[src/rtl/tdc_data_tx.sv]
// Serial frame transmitter for TDC data words: a small input FIFO feeds a start/data/stop serializer paced by BIT_CE.
// Define TDC_TX_PARITY_EN to append an even-parity bit after the data bits.
module tdc_data_tx #(
    parameter int DATA_WIDTH = 16,
    parameter int FIFO_DEPTH = 4
) (
    input  logic                          BUS_CLK,
    input  logic                          BUS_RST,
    input  logic                          BIT_CE,
    input  logic [DATA_WIDTH-1:0]         DATA_IN,
    input  logic                          DATA_VALID,
    output logic                          DATA_READY,
    output logic                          DATA_OUT,
    output logic                          BUSY,
    output logic [$clog2(FIFO_DEPTH):0]   FIFO_COUNT
);

    localparam int PTR_W    = $clog2(FIFO_DEPTH);
    localparam int CNT_W    = PTR_W + 1;
    localparam int BIT_W    = $clog2(DATA_WIDTH);
    localparam logic [CNT_W-1:0] FULL_COUNT = CNT_W'(FIFO_DEPTH);
    localparam logic [BIT_W-1:0] LAST_BIT   = BIT_W'(DATA_WIDTH - 1);

    typedef enum logic [2:0] {
        IDLE,
        START,
        DATA,
`ifdef TDC_TX_PARITY_EN
        PARITY,
`endif
        STOP
    } tx_state_t;

    tx_state_t              state;
    logic [DATA_WIDTH-1:0]  mem [FIFO_DEPTH];
    logic [PTR_W-1:0]       wr_ptr;
    logic [PTR_W-1:0]       rd_ptr;
    logic [CNT_W-1:0]       count;
    logic [DATA_WIDTH-1:0]  shift_reg;
    logic [BIT_W-1:0]       bit_cnt;
    logic                   push;
    logic                   pop;
`ifdef TDC_TX_PARITY_EN
    logic                   parity_bit;
`endif

    // Ready and pop both look only at the registered occupancy, so a same-cycle pop never frees a full slot early.
    assign DATA_READY = (count != FULL_COUNT);
    assign push       = DATA_VALID && DATA_READY;
    assign pop        = BIT_CE && ((state == IDLE) || (state == STOP)) && (count != '0);
    assign BUSY       = (state != IDLE) || (count != '0);
    assign FIFO_COUNT = count;

    always_ff @(posedge BUS_CLK) begin
        if (push) begin
            mem[wr_ptr] <= DATA_IN;
        end
    end

    always_ff @(posedge BUS_CLK) begin
        if (BUS_RST) begin
            wr_ptr <= '0;
            rd_ptr <= '0;
            count  <= '0;
        end else begin
            if (push) begin
                wr_ptr <= wr_ptr + PTR_W'(1);
            end
            if (pop) begin
                rd_ptr <= rd_ptr + PTR_W'(1);
            end
            case ({push, pop})
                2'b10:   count <= count + CNT_W'(1);
                2'b01:   count <= count - CNT_W'(1);
                default: count <= count;
            endcase
        end
    end

    // The shift register is pre-shifted as each bit is launched, so its MSB is always the next data bit to send.
    always_ff @(posedge BUS_CLK) begin
        if (BUS_RST) begin
            state     <= IDLE;
            DATA_OUT  <= 1'b0;
            shift_reg <= '0;
            bit_cnt   <= '0;
`ifdef TDC_TX_PARITY_EN
            parity_bit <= 1'b0;
`endif
        end else if (BIT_CE) begin
            case (state)
                IDLE, STOP: begin
                    if (pop) begin
                        shift_reg <= mem[rd_ptr];
`ifdef TDC_TX_PARITY_EN
                        parity_bit <= ^mem[rd_ptr];
`endif
                        DATA_OUT  <= 1'b1;
                        state     <= START;
                    end else begin
                        DATA_OUT  <= 1'b0;
                        state     <= IDLE;
                    end
                end
                START: begin
                    DATA_OUT  <= shift_reg[DATA_WIDTH-1];
                    shift_reg <= shift_reg << 1;
                    bit_cnt   <= LAST_BIT;
                    state     <= DATA;
                end
                DATA: begin
                    if (bit_cnt == '0) begin
`ifdef TDC_TX_PARITY_EN
                        DATA_OUT <= parity_bit;
                        state    <= PARITY;
`else
                        DATA_OUT <= 1'b0;
                        state    <= STOP;
`endif
                    end else begin
                        DATA_OUT  <= shift_reg[DATA_WIDTH-1];
                        shift_reg <= shift_reg << 1;
                        bit_cnt   <= bit_cnt - BIT_W'(1);
                    end
                end
`ifdef TDC_TX_PARITY_EN
                PARITY: begin
                    DATA_OUT <= 1'b0;
                    state    <= STOP;
                end
`endif
                default: begin
                    DATA_OUT <= 1'b0;
                    state    <= IDLE;
                end
            endcase
        end
    end

endmodule

[config.mk]
export PLATFORM = sky130hd
export DESIGN_NAME = tdc_data_tx
export DESIGN_NICKNAME = d
export VERILOG_FILES = /design/src/rtl/tdc_data_tx.sv
export SDC_FILE = /design/constraint.sdc
export NUM_CORES = 1
export LEC_CHECK = 0
export ABC_AREA = 0
export CAP_MARGIN = 20
export CORE_MARGIN = 2
export CORE_UTILIZATION = 45
export CTS_BUF_LIST = sky130_fd_sc_hd__clkbuf_4 sky130_fd_sc_hd__clkbuf_8 sky130_fd_sc_hd__clkbuf_16
export CTS_CLUSTER_SIZE = 14
export DETAILED_ROUTE_END_ITERATION = 8
export PLACE_DENSITY = 0.72
export SETUP_SLACK_MARGIN = 0.4
export SLEW_MARGIN = 20
export SYNTH_ARGS = -nofsm -noshare
export SYNTH_HDL_FRONTEND = slang
export SYNTH_SLANG_ARGS = --single-unit
export TNS_END_PERCENT = 50
[constraint.sdc]
create_clock -name BUS_CLK -period 4.7 [get_ports BUS_CLK]
set_input_delay 1.175 -clock BUS_CLK [delete_from_list [all_inputs] [get_ports BUS_CLK]]
set_output_delay 1.175 -clock BUS_CLK [all_outputs]
set_load 0.01 [all_outputs]
==> flow_summary.html, run 1 <==
<table>
<tr><th>Metric</th><th>Value</th></tr>
<tr><th colspan="2">Critical path</th></tr>
<tr><td>Stage delay of the slowest cell on the critical path</td><td>0.63 ns</td></tr>
<tr><td>Critical Setup Path Class</td><td>in -&gt; reg</td></tr>
<tr><td>Maximum net fanout on the critical path</td><td>9</td></tr>
<tr><td>Crit path DAT</td><td>3.62 ns</td></tr>
<tr><td>Internal reg-to-reg setup slack</td><td>1.92 ns</td></tr>
<tr><td>Most used cell along the critical path</td><td>sky130_fd_sc_hd__inv_1</td></tr>
<tr><td>Critical-path cell with the highest stage delay</td><td>sky130_fd_sc_hd__clkdlybuf4s50_1</td></tr>
<tr><td>Crit path capture type</td><td>flop</td></tr>
<tr><td>Data required time at the worst endpoint</td><td>4.98 ns</td></tr>
<tr><td>Startpoint class of the critical path</td><td>input port</td></tr>
<tr><td>Worst-path cell chain</td><td>clkdlybuf4s50_1 &gt; inv_1 &gt; nor3_2 &gt; ha_1 &gt; inv_1 &gt; fa_1 &gt; xor2_1 &gt; or3_1 &gt; a21oi_1</td></tr>
<tr><th colspan="2">Logic synthesis</th></tr>
<tr><td>Post-synth top area cell</td><td>sky130_fd_sc_hd__edfxtp_1</td></tr>
<tr><td>Share of the synthesized area in the top cell type</td><td>48.6%</td></tr>
<tr><td>Average size of a mapped cell</td><td>12.7 um2</td></tr>
<tr><td>Count of unique library cells instantiated by Yosys</td><td>42</td></tr>
<tr><td>Largest cells by area after synthesis</td><td>sky130_fd_sc_hd__edfxtp_1 49%, sky130_fd_sc_hd__dfxtp_1 16%, sky130_fd_sc_hd__mux2i_1 8.4%, sky130_fd_sc_hd__nor2_1 4.0%, sky130_fd_sc_hd__o221ai_1 3.3%</td></tr>
<tr><td>Synth Cell Area</td><td>3960 um2</td></tr>
<tr><td>Share of async-settable or async-resettable flops after synthesis</td><td>0%</td></tr>
<tr><td>Count of flip-flops with a built-in enable after synthesis</td><td>64</td></tr>
<tr><td>Sequential fraction of the synthesis area</td><td>64.8%</td></tr>
<tr><td>Gate Count Post-Synth</td><td>311</td></tr>
<tr><td>Number of register bits inferred by synthesis</td><td>96</td></tr>
<tr><td>Post-synthesis net count</td><td>341</td></tr>
<tr><td>Yosys warning count</td><td>0</td></tr>
<tr><td>Flip-flop cell with the highest count after synthesis</td><td>sky130_fd_sc_hd__edfxtp_1</td></tr>
<tr><th colspan="2">Clock tree</th></tr>
<tr><td>Number of CTS-inserted buffers</td><td>9</td></tr>
<tr><td>Max Root-Sink Buffers</td><td>2</td></tr>
<tr><td>Clock latency of the later-clocked register in the worst-skew pair</td><td>0.35 ns</td></tr>
<tr><td>Clk pin slew, worst setup/hold paths</td><td>0.09 ns</td></tr>
<tr><td>Clk root buf</td><td>sky130_fd_sc_hd__clkbuf_8</td></tr>
<tr><td>Number of levels the H-tree was split into</td><td>3</td></tr>
<tr><td>Resized Gates After CTS</td><td>0</td></tr>
<tr><td>TritonCTS clock tree</td><td>built</td></tr>
<tr><td>CTS Sinks</td><td>96</td></tr>
<tr><td>CTS Hold Bufs</td><td>0</td></tr>
<tr><td>Buffer count from post-CTS setup fixing</td><td>0</td></tr>
<tr><th colspan="2">Routing</th></tr>
<tr><td>Total wire length after detailed routing</td><td>6870 um</td></tr>
<tr><td>Via count of the routed design</td><td>2356</td></tr>
<tr><td>Drc violations</td><td>0</td></tr>
<tr><td>Via count normalized by instance count</td><td>5.33</td></tr>
<tr><td>Number of nets still failing antenna checks after routing</td><td>0</td></tr>
<tr><td>Length of the first detailed-routing pass in iterations</td><td>4</td></tr>
<tr><td>Initial drt markers</td><td>163</td></tr>
<tr><td>DR WL/cell</td><td>15.5 um</td></tr>
<tr><th colspan="2">Pwr</th></tr>
<tr><td>Leakage component of the power</td><td>1.50 nW</td></tr>
<tr><td>Cell Int Power</td><td>1.61 mW</td></tr>
<tr><td>Fraction of power spent switching nets</td><td>31.4%</td></tr>
<tr><td>Sequential group share of total power</td><td>50.2%</td></tr>
<tr><td>Total power density per cell area</td><td>528 nW/um2</td></tr>
<tr><td>Logic gate share of total power</td><td>26.9%</td></tr>
<tr><td>Clock share of power</td><td>22.9%</td></tr>
<tr><td>Net load switching power</td><td>0.737 mW</td></tr>
<tr><td>VDD IR max</td><td>192 uV</td></tr>
<tr><th colspan="2">Placed design</th></tr>
<tr><td>Detailed Place HPWL</td><td>4170 um</td></tr>
<tr><td>IO buf count</td><td>25</td></tr>
<tr><td>Post-Place Cells</td><td>426</td></tr>
<tr><td>Gp weighted congestion</td><td>0.730</td></tr>
<tr><th colspan="2">Layout</th></tr>
<tr><td>Area growth from synthesis to final layout</td><td>12.3%</td></tr>
<tr><td>Antenna cells</td><td>0</td></tr>
<tr><td>Count of non-filler cells in the finished layout</td><td>442</td></tr>
<tr><td>Fillers</td><td>719</td></tr>
<tr><td>Number of flip-flops in the largest register</td><td>64</td></tr>
<tr><td>Nets</td><td>359</td></tr>
<tr><td>Share of layout cells above drive strength 1</td><td>7.19%</td></tr>
<tr><th colspan="2">Die</th></tr>
<tr><td>Number of top-level design ports</td><td>26</td></tr>
<tr><td>Core outline area</td><td>8640 um2</td></tr>
<tr><td>Height of the die</td><td>97.8 um</td></tr>
<tr><td>Overall die area</td><td>9560 um2</td></tr>
<tr><td>Site row count</td><td>34</td></tr>
<tr><td>Die span in x</td><td>97.8 um</td></tr>
<tr><td>Starting density of the core</td><td>45.8%</td></tr>
<tr><th colspan="2">STA</th></tr>
<tr><td>Final Slew Violations</td><td>0</td></tr>
<tr><td>Final Hold Viols</td><td>0</td></tr>
<tr><td>Sum of negative setup slack</td><td>0 ns</td></tr>
<tr><td>Number of setup violations in the final report</td><td>0</td></tr>
<tr><td>Max Clk Rate</td><td>0.300 GHz</td></tr>
<tr><td>Worst relative slew slack</td><td>31.5%</td></tr>
<tr><td>Actual transition at the worst max-transition pin</td><td>1.03 ns</td></tr>
<tr><td>RSZ-0062 raised after global routing</td><td>false</td></tr>
<tr><td>Clock tree skew after final layout</td><td>0.0160 ns</td></tr>
<tr><td>Tcrit/Tclk final</td><td>71.0%</td></tr>
<tr><td>Min cycle time layout</td><td>3.34 ns</td></tr>
<tr><th colspan="2">Global routing</th></tr>
<tr><td>Pin count of the biggest net entering global routing</td><td>33</td></tr>
<tr><td>Vias in the first global route</td><td>2280</td></tr>
<tr><td>Total global routing overflow</td><td>0</td></tr>
<tr><td>First-pass GRT wire length</td><td>11400 um</td></tr>
<tr><td>Overall Global Routing Usage</td><td>15.3%</td></tr>
<tr><td>Initial antenna violation count</td><td>0</td></tr>
<tr><th colspan="2">Worst hold path</th></tr>
<tr><td>Path category of the worst min-delay check</td><td>reg -&gt; reg</td></tr>
<tr><th colspan="2">Status</th></tr>
<tr><td>Result of the run</td><td>complete, no violations</td></tr>
<tr><th colspan="2">Job</th></tr>
<tr><td>Count of maximum capacitance violations</td><td>0</td></tr>
</table>
==> layer usage <==
layer / track usage (%) / up-vias / share of wire, %
li1: - / 1164 / -
met1: 19.6 / 1142 / 45
met2: 25.4 / 43 / 50
met3: 3.79 / 7 / 3.3
met4: 5.45 / 0 / 1.0
met5: 0 / - / 0
==> synth_stat cells, types with 2 or more instances <==
master and instances:
sky130_fd_sc_hd__buf_2 8, sky130_fd_sc_hd__dfxtp_1 32, sky130_fd_sc_hd__buf_6 3, sky130_fd_sc_hd__and3_1 5, sky130_fd_sc_hd__ha_1 9, sky130_fd_sc_hd__o221ai_1 15, sky130_fd_sc_hd__nor2_1 42, sky130_fd_sc_hd__xnor2_1 3
sky130_fd_sc_hd__a21oi_1 8, sky130_fd_sc_hd__nand2_1 20, sky130_fd_sc_hd__nand3_1 2, sky130_fd_sc_hd__o21ai_0 3, sky130_fd_sc_hd__clkbuf_1 7, sky130_fd_sc_hd__edfxtp_1 64, sky130_fd_sc_hd__nor3_1 18, sky130_fd_sc_hd__or2_2 2
sky130_fd_sc_hd__xor2_1 2, sky130_fd_sc_hd__mux2i_1 33, sky130_fd_sc_hd__inv_1 12
==> power by group through the flow <==
stage                     Combinational, mW  Sequential, mW  Clock (mW)
after floorplan                       0.538            1.12           0
after global placement                0.620            1.19           0
after detailed placement              0.632            1.20           0
after CTS                             0.639            1.18       0.549
after global routing                  0.712            1.20       0.583
final                                 0.632            1.18       0.537
==> cells by family after synthesis <==
family | count (synthesis) | synth area share [%]
muxes | 33 | 8.35
and+or+nand+nor | 105 | 12.8
AOI/OAI and AO/OA | 32 | 5.88
adders and majority gates | 10 | 3.35
buffers and inverters | 30 | 3.67
DFF | 96 | 64.8
xor gates and xnor gates | 5 | 1.11
==> worst paths after layout <==
| path | startpoint | to | cells past startpoint |
|---|---|---|---|
| setup / recovery | BIT_CE | FIFO_COUNT[2]$_SDFFE_PP0P_ | 9 |
| hold / removal | shift_reg[6]$_SDFFE_PP0P_ | shift_reg[6]$_SDFFE_PP0P_ | 2 |
| setup reg to reg | state[0]$_SDFFE_PP0P_ | FIFO_COUNT[2]$_SDFFE_PP0P_ | 9 |
| hold reg to reg | shift_reg[6]$_SDFFE_PP0P_ | shift_reg[6]$_SDFFE_PP0P_ | 2 |
==> layout by cell type, fill, tap and decap left out, drive strengths merged, types with 2 or more instances in the layout <==
master         Yosys  layout
edfxtp            64      64
inv               12      13
nor3              19      19
nand2             20      20
and3               5       5
or3b               2       2
nor2              43      43
ha                 9       9
a21oi              8       8
xor2               2       2
or4                2       2
clkinvlp           0       2
o221ai            15      15
or2                2       2
nand3              3       3
dfxtp             32      32
clkinv             0       2
mux2i             33      33
clkbuf             7      10
clkdlybuf4s50      0      24
xnor2              3       3
o21ai              3       3
==> final cells by class <==
type	instances	area [um2]	share of cell area, %
sequential	96	2560	57.7
multi-input combinational	185	1250	28.1
timing repair buffer	25	245	5.52
clock buffer	10	138	3.10
tap	108	135	3.04
clock inverter	6	66.3	1.49
inverter	12	45.0	1.01
==> worst max-delay path: cells and delay by family <==
kind / cells / cell delay, ns
compound gates: 1 / 0.13
fa+ha+maj: 2 / 0.63
buf+inv: 3 / 0.86
xor+xnor: 1 / 0.16
simple gates: 2 / 0.65
==> stage by stage <==
| stage | instance area, um2 | utilization [%] | hold WS (ns) | total power, mW | setup slack, ns |
|---|---|---|---|---|---|
| global placement | 4240 | 49.1 | 0.476 | 1.81 | 1.10 |
| global route | 4440 | 51.4 | 0.524 | 2.49 | 1.28 |
| finish | 4440 | 51.4 | 0.496 | 2.34 | 1.36 |
| detailed placement | 4240 | 49.1 | 0.480 | 1.83 | 1.01 |
| CTS | 4450 | 51.5 | 0.496 | 2.36 | 1.38 |
| floorplan | 3960 | - | 0.469 | 1.66 | 1.73 |
(Power assumes the default switching activity.)
==> inputs of run 2 (changes only) <==
--- a/config.mk
+++ b/config.mk
@@ -12,7 +12,7 @@
 export CTS_BUF_LIST = sky130_fd_sc_hd__clkbuf_4 sky130_fd_sc_hd__clkbuf_8 sky130_fd_sc_hd__clkbuf_16
 export CTS_CLUSTER_SIZE = 14
 export DETAILED_ROUTE_END_ITERATION = 8
-export PLACE_DENSITY = 0.72
+export PLACE_DENSITY = 0.75
 export SETUP_SLACK_MARGIN = 0.4
 export SLEW_MARGIN = 20
 export SYNTH_ARGS = -nofsm -noshare
==> constraint.sdc (replaced) <==
create_clock -name BUS_CLK -period 2.96 [get_ports BUS_CLK]
set_input_delay 0.74 -clock BUS_CLK [delete_from_list [all_inputs] [get_ports BUS_CLK]]
set_output_delay 0.74 -clock BUS_CLK [all_outputs]
set_load 0.01 [all_outputs]
==> run 2 against run 1 <==
Compared with the run above: clock skew down 0.0056 ns; clock-buffer cell count shrank 1; wire length up 2.2%; via count is 1.7% higher; power is 62% higher; clock power rose by 66%; register-to-register slack worse by 1.4 ns; sequential cell count is the same; sequential power grew 53%; largest cell class unchanged; highest routed layer unchanged.
==> flow_summary.html, run 2 (same netlist as run 1, synthesis figures left out) <==
<table>
<tr><th>Metric</th><th>Value</th></tr>
<tr><th colspan="2">Die</th></tr>
<tr><td>Die span in x</td><td>97.8 um</td></tr>
<tr><td>Starting density of the core</td><td>45.8%</td></tr>
<tr><td>Overall die area</td><td>9560 um2</td></tr>
<tr><td>Site row count</td><td>34</td></tr>
<tr><td>Core outline area</td><td>8640 um2</td></tr>
<tr><td>Number of top-level design ports</td><td>26</td></tr>
<tr><td>Height of the die</td><td>97.8 um</td></tr>
<tr><th colspan="2">Global routing</th></tr>
<tr><td>First-pass GRT wire length</td><td>11700 um</td></tr>
<tr><td>Pin count of the biggest net entering global routing</td><td>21</td></tr>
<tr><td>Total global routing overflow</td><td>0</td></tr>
<tr><td>Overall Global Routing Usage</td><td>15.4%</td></tr>
<tr><td>Vias in the first global route</td><td>2406</td></tr>
<tr><td>Initial antenna violation count</td><td>0</td></tr>
<tr><th colspan="2">Worst hold path</th></tr>
<tr><td>Hold-critical path endpoint</td><td>shift_reg[10]$_SDFFE_PP0P_</td></tr>
<tr><td>Worst hold stages</td><td>2</td></tr>
<tr><td>Hold Crit Start</td><td>shift_reg[10]$_SDFFE_PP0P_</td></tr>
<tr><td>Path category of the worst min-delay check</td><td>reg -&gt; reg</td></tr>
<tr><th colspan="2">STA</th></tr>
<tr><td>Final hold slack</td><td>0.502 ns</td></tr>
<tr><td>Final Hold Viols</td><td>0</td></tr>
<tr><td>Actual transition at the worst max-transition pin</td><td>0.716 ns</td></tr>
<tr><td>Number of setup violations in the final report</td><td>0</td></tr>
<tr><td>Worst relative slew slack</td><td>52.3%</td></tr>
<tr><td>Min cycle time layout</td><td>2.48 ns</td></tr>
<tr><td>Tcrit/Tclk final</td><td>83.6%</td></tr>
<tr><td>Final Slew Violations</td><td>0</td></tr>
<tr><td>Sum of negative setup slack</td><td>0 ns</td></tr>
<tr><td>RSZ-0062 raised after global routing</td><td>true</td></tr>
<tr><td>Max Clk Rate</td><td>0.404 GHz</td></tr>
<tr><td>Clock tree skew after final layout</td><td>0.0104 ns</td></tr>
<tr><th colspan="2">Critical path</th></tr>
<tr><td>Critical R2R Launch</td><td>FIFO_COUNT[2]$_SDFFE_PP0P_</td></tr>
<tr><td>Critical-path cell with the highest stage delay</td><td>sky130_fd_sc_hd__clkdlybuf4s50_1</td></tr>
<tr><td>Internal reg-to-reg setup slack</td><td>0.50 ns</td></tr>
<tr><td>Worst-path cell chain</td><td>or3b_1 &gt; clkdlybuf4s50_1</td></tr>
<tr><td>Critical Setup Path Class</td><td>reg -&gt; out</td></tr>
<tr><td>Startpoint class of the critical path</td><td>flop</td></tr>
<tr><td>Stage delay of the slowest cell on the critical path</td><td>0.51 ns</td></tr>
<tr><td>Data required time at the worst endpoint</td><td>2.22 ns</td></tr>
<tr><td>Length in cells of the worst reg-to-reg path</td><td>9</td></tr>
<tr><td>Critical R2R Capture</td><td>FIFO_COUNT[2]$_SDFFE_PP0P_</td></tr>
<tr><td>Crit path capture type</td><td>output pin</td></tr>
<tr><td>Crit path DAT</td><td>1.74 ns</td></tr>
<tr><td>Maximum net fanout on the critical path</td><td>6</td></tr>
<tr><th colspan="2">Clock tree</th></tr>
<tr><td>Clock latency of the later-clocked register in the worst-skew pair</td><td>0.34 ns</td></tr>
<tr><td>TritonCTS clock tree</td><td>built</td></tr>
<tr><td>CTS Hold Bufs</td><td>0</td></tr>
<tr><td>Number of levels the H-tree was split into</td><td>3</td></tr>
<tr><td>Clk root buf</td><td>sky130_fd_sc_hd__clkbuf_8</td></tr>
<tr><td>Max Root-Sink Buffers</td><td>2</td></tr>
<tr><td>Buffer count from post-CTS setup fixing</td><td>0</td></tr>
<tr><td>Number of CTS-inserted buffers</td><td>9</td></tr>
<tr><td>CTS Sinks</td><td>96</td></tr>
<tr><td>Clk pin slew, worst setup/hold paths</td><td>0.09 ns</td></tr>
<tr><th colspan="2">Routing</th></tr>
<tr><td>DR WL/cell</td><td>15.5 um</td></tr>
<tr><td>Via count normalized by instance count</td><td>5.30</td></tr>
<tr><td>Number of nets still failing antenna checks after routing</td><td>0</td></tr>
<tr><td>Total wire length after detailed routing</td><td>7020 um</td></tr>
<tr><td>Via count of the routed design</td><td>2397</td></tr>
<tr><td>Length of the first detailed-routing pass in iterations</td><td>5</td></tr>
<tr><td>Drc violations</td><td>0</td></tr>
<tr><td>Initial drt markers</td><td>92</td></tr>
<tr><th colspan="2">Pwr</th></tr>
<tr><td>Total power density per cell area</td><td>839 nW/um2</td></tr>
<tr><td>Fraction of power spent switching nets</td><td>30.7%</td></tr>
<tr><td>Clock share of power</td><td>23.4%</td></tr>
<tr><td>Sequential group share of total power</td><td>47.6%</td></tr>
<tr><td>Cell Int Power</td><td>2.63 mW</td></tr>
<tr><td>Net load switching power</td><td>1.17 mW</td></tr>
<tr><td>Leakage component of the power</td><td>1.56 nW</td></tr>
<tr><td>Total power after layout</td><td>3.80 mW</td></tr>
<tr><td>VDD IR max</td><td>293 uV</td></tr>
<tr><td>Logic gate share of total power</td><td>28.9%</td></tr>
<tr><th colspan="2">Layout</th></tr>
<tr><td>Area growth from synthesis to final layout</td><td>14.6%</td></tr>
<tr><td>Utilization after layout</td><td>52.5%</td></tr>
<tr><td>Number of flip-flops in the largest register</td><td>64</td></tr>
<tr><td>Antenna cells</td><td>0</td></tr>
<tr><td>Most common library cell in the layout ignoring fill and taps</td><td>sky130_fd_sc_hd__edfxtp_1</td></tr>
<tr><td>Share of layout cells above drive strength 1</td><td>9.30%</td></tr>
<tr><td>Nets</td><td>369</td></tr>
<tr><td>Commonest cells after routing, fill and taps aside</td><td>64 x sky130_fd_sc_hd__edfxtp_1, 42 x sky130_fd_sc_hd__nor2_1, 33 x sky130_fd_sc_hd__mux2i_1, 31 x sky130_fd_sc_hd__dfxtp_1, 25 x sky130_fd_sc_hd__clkdlybuf4s50_1</td></tr>
<tr><th colspan="2">Placed design</th></tr>
<tr><td>Gp weighted congestion</td><td>0.730</td></tr>
<tr><td>IO buf count</td><td>25</td></tr>
<tr><td>Detailed Place HPWL</td><td>4380 um</td></tr>
<tr><th colspan="2">Job</th></tr>
<tr><td>Count of maximum capacitance violations</td><td>0</td></tr>
<tr><th colspan="2">Status</th></tr>
<tr><td>Result of the run</td><td>complete, no violations</td></tr>
</table>
[run 2: repair_timing]
action | CTS | global route
endpoints found under the hold margin | 0 | 0
endpoints found under the setup margin | 0 | 2
resized for setup | 0 | 1
[run 2: worst max path at each step]
stage | slack, ns | endpoint | cells after the start | start
finish | 0.48 | DATA_READY | 2 | FIFO_COUNT[2]$_SDFFE_PP0P_
global route | 0.37 | FIFO_COUNT[2]$_SDFFE_PP0P_ | 9 | BIT_CE
CTS | 0.47 | BUSY | 3 | FIFO_COUNT[0]$_SDFFE_PP0P_
detailed placement | 0.09 | FIFO_COUNT[2]$_SDFFE_PP0P_ | 9 | BIT_CE
global placement | 0.16 | FIFO_COUNT[2]$_SDFFE_PP0P_ | 9 | BIT_CE
floorplan | 0.42 | FIFO_COUNT[2]$_SDFFE_PP0P_ | 9 | BIT_CE
[run 2: critical path, delay by kind of cell, from the launching register on]
kind,cells,cell delay [ns]
buffers and inverters,1,0.51
and+or+nand+nor,1,0.45
DFF,1,0.43
[run 2: routing by layer]
metal  vias to the layer above  share of wire, %  track usage (%)
met5                         -                 0                0
met4                         0               1.5             7.80
met3                         7               3.7             2.43
met2                        58                48             25.3
met1                      1145                46             19.8
li1                       1187                 -                -
[run 2: power groups by stage]
| stage | sequential (mW) | clock (mW) | combinational (mW) |
|---|---|---|---|
| 6_report | 1.81 | 0.890 | 1.10 |
| 3_5_place_dp | 1.84 | 0 | 1.09 |
| 2_1_floorplan | 1.78 | 0 | 0.855 |
| 4_1_cts | 1.81 | 0.912 | 1.10 |
| 5_1_grt | 1.84 | 0.964 | 1.23 |
| 3_3_place_gp | 1.83 | 0 | 1.08 |
[run 2: metrics by stage]
stage / cells / setup slack [ns] / cell area, um2
after floorplan: 311 / 0.420 / 3960
after global placement: 436 / 0.155 / 4320
after detailed placement: 436 / 0.0887 / 4320
after CTS: 452 / 0.470 / 4530
after global routing: 452 / 0.371 / 4530
final: 452 / 0.484 / 4530
[run 2: area by class of cell]
class,count,area [um2]
Fill cell,734,4110
Clock inverter,7,85.1
Tap cell,108,135
Sequential cell,96,2560
Timing Repair Buffer,35,325
Inverter,12,45.0
Clock buffer,9,124
Multi-Input combinational cell,185,1250
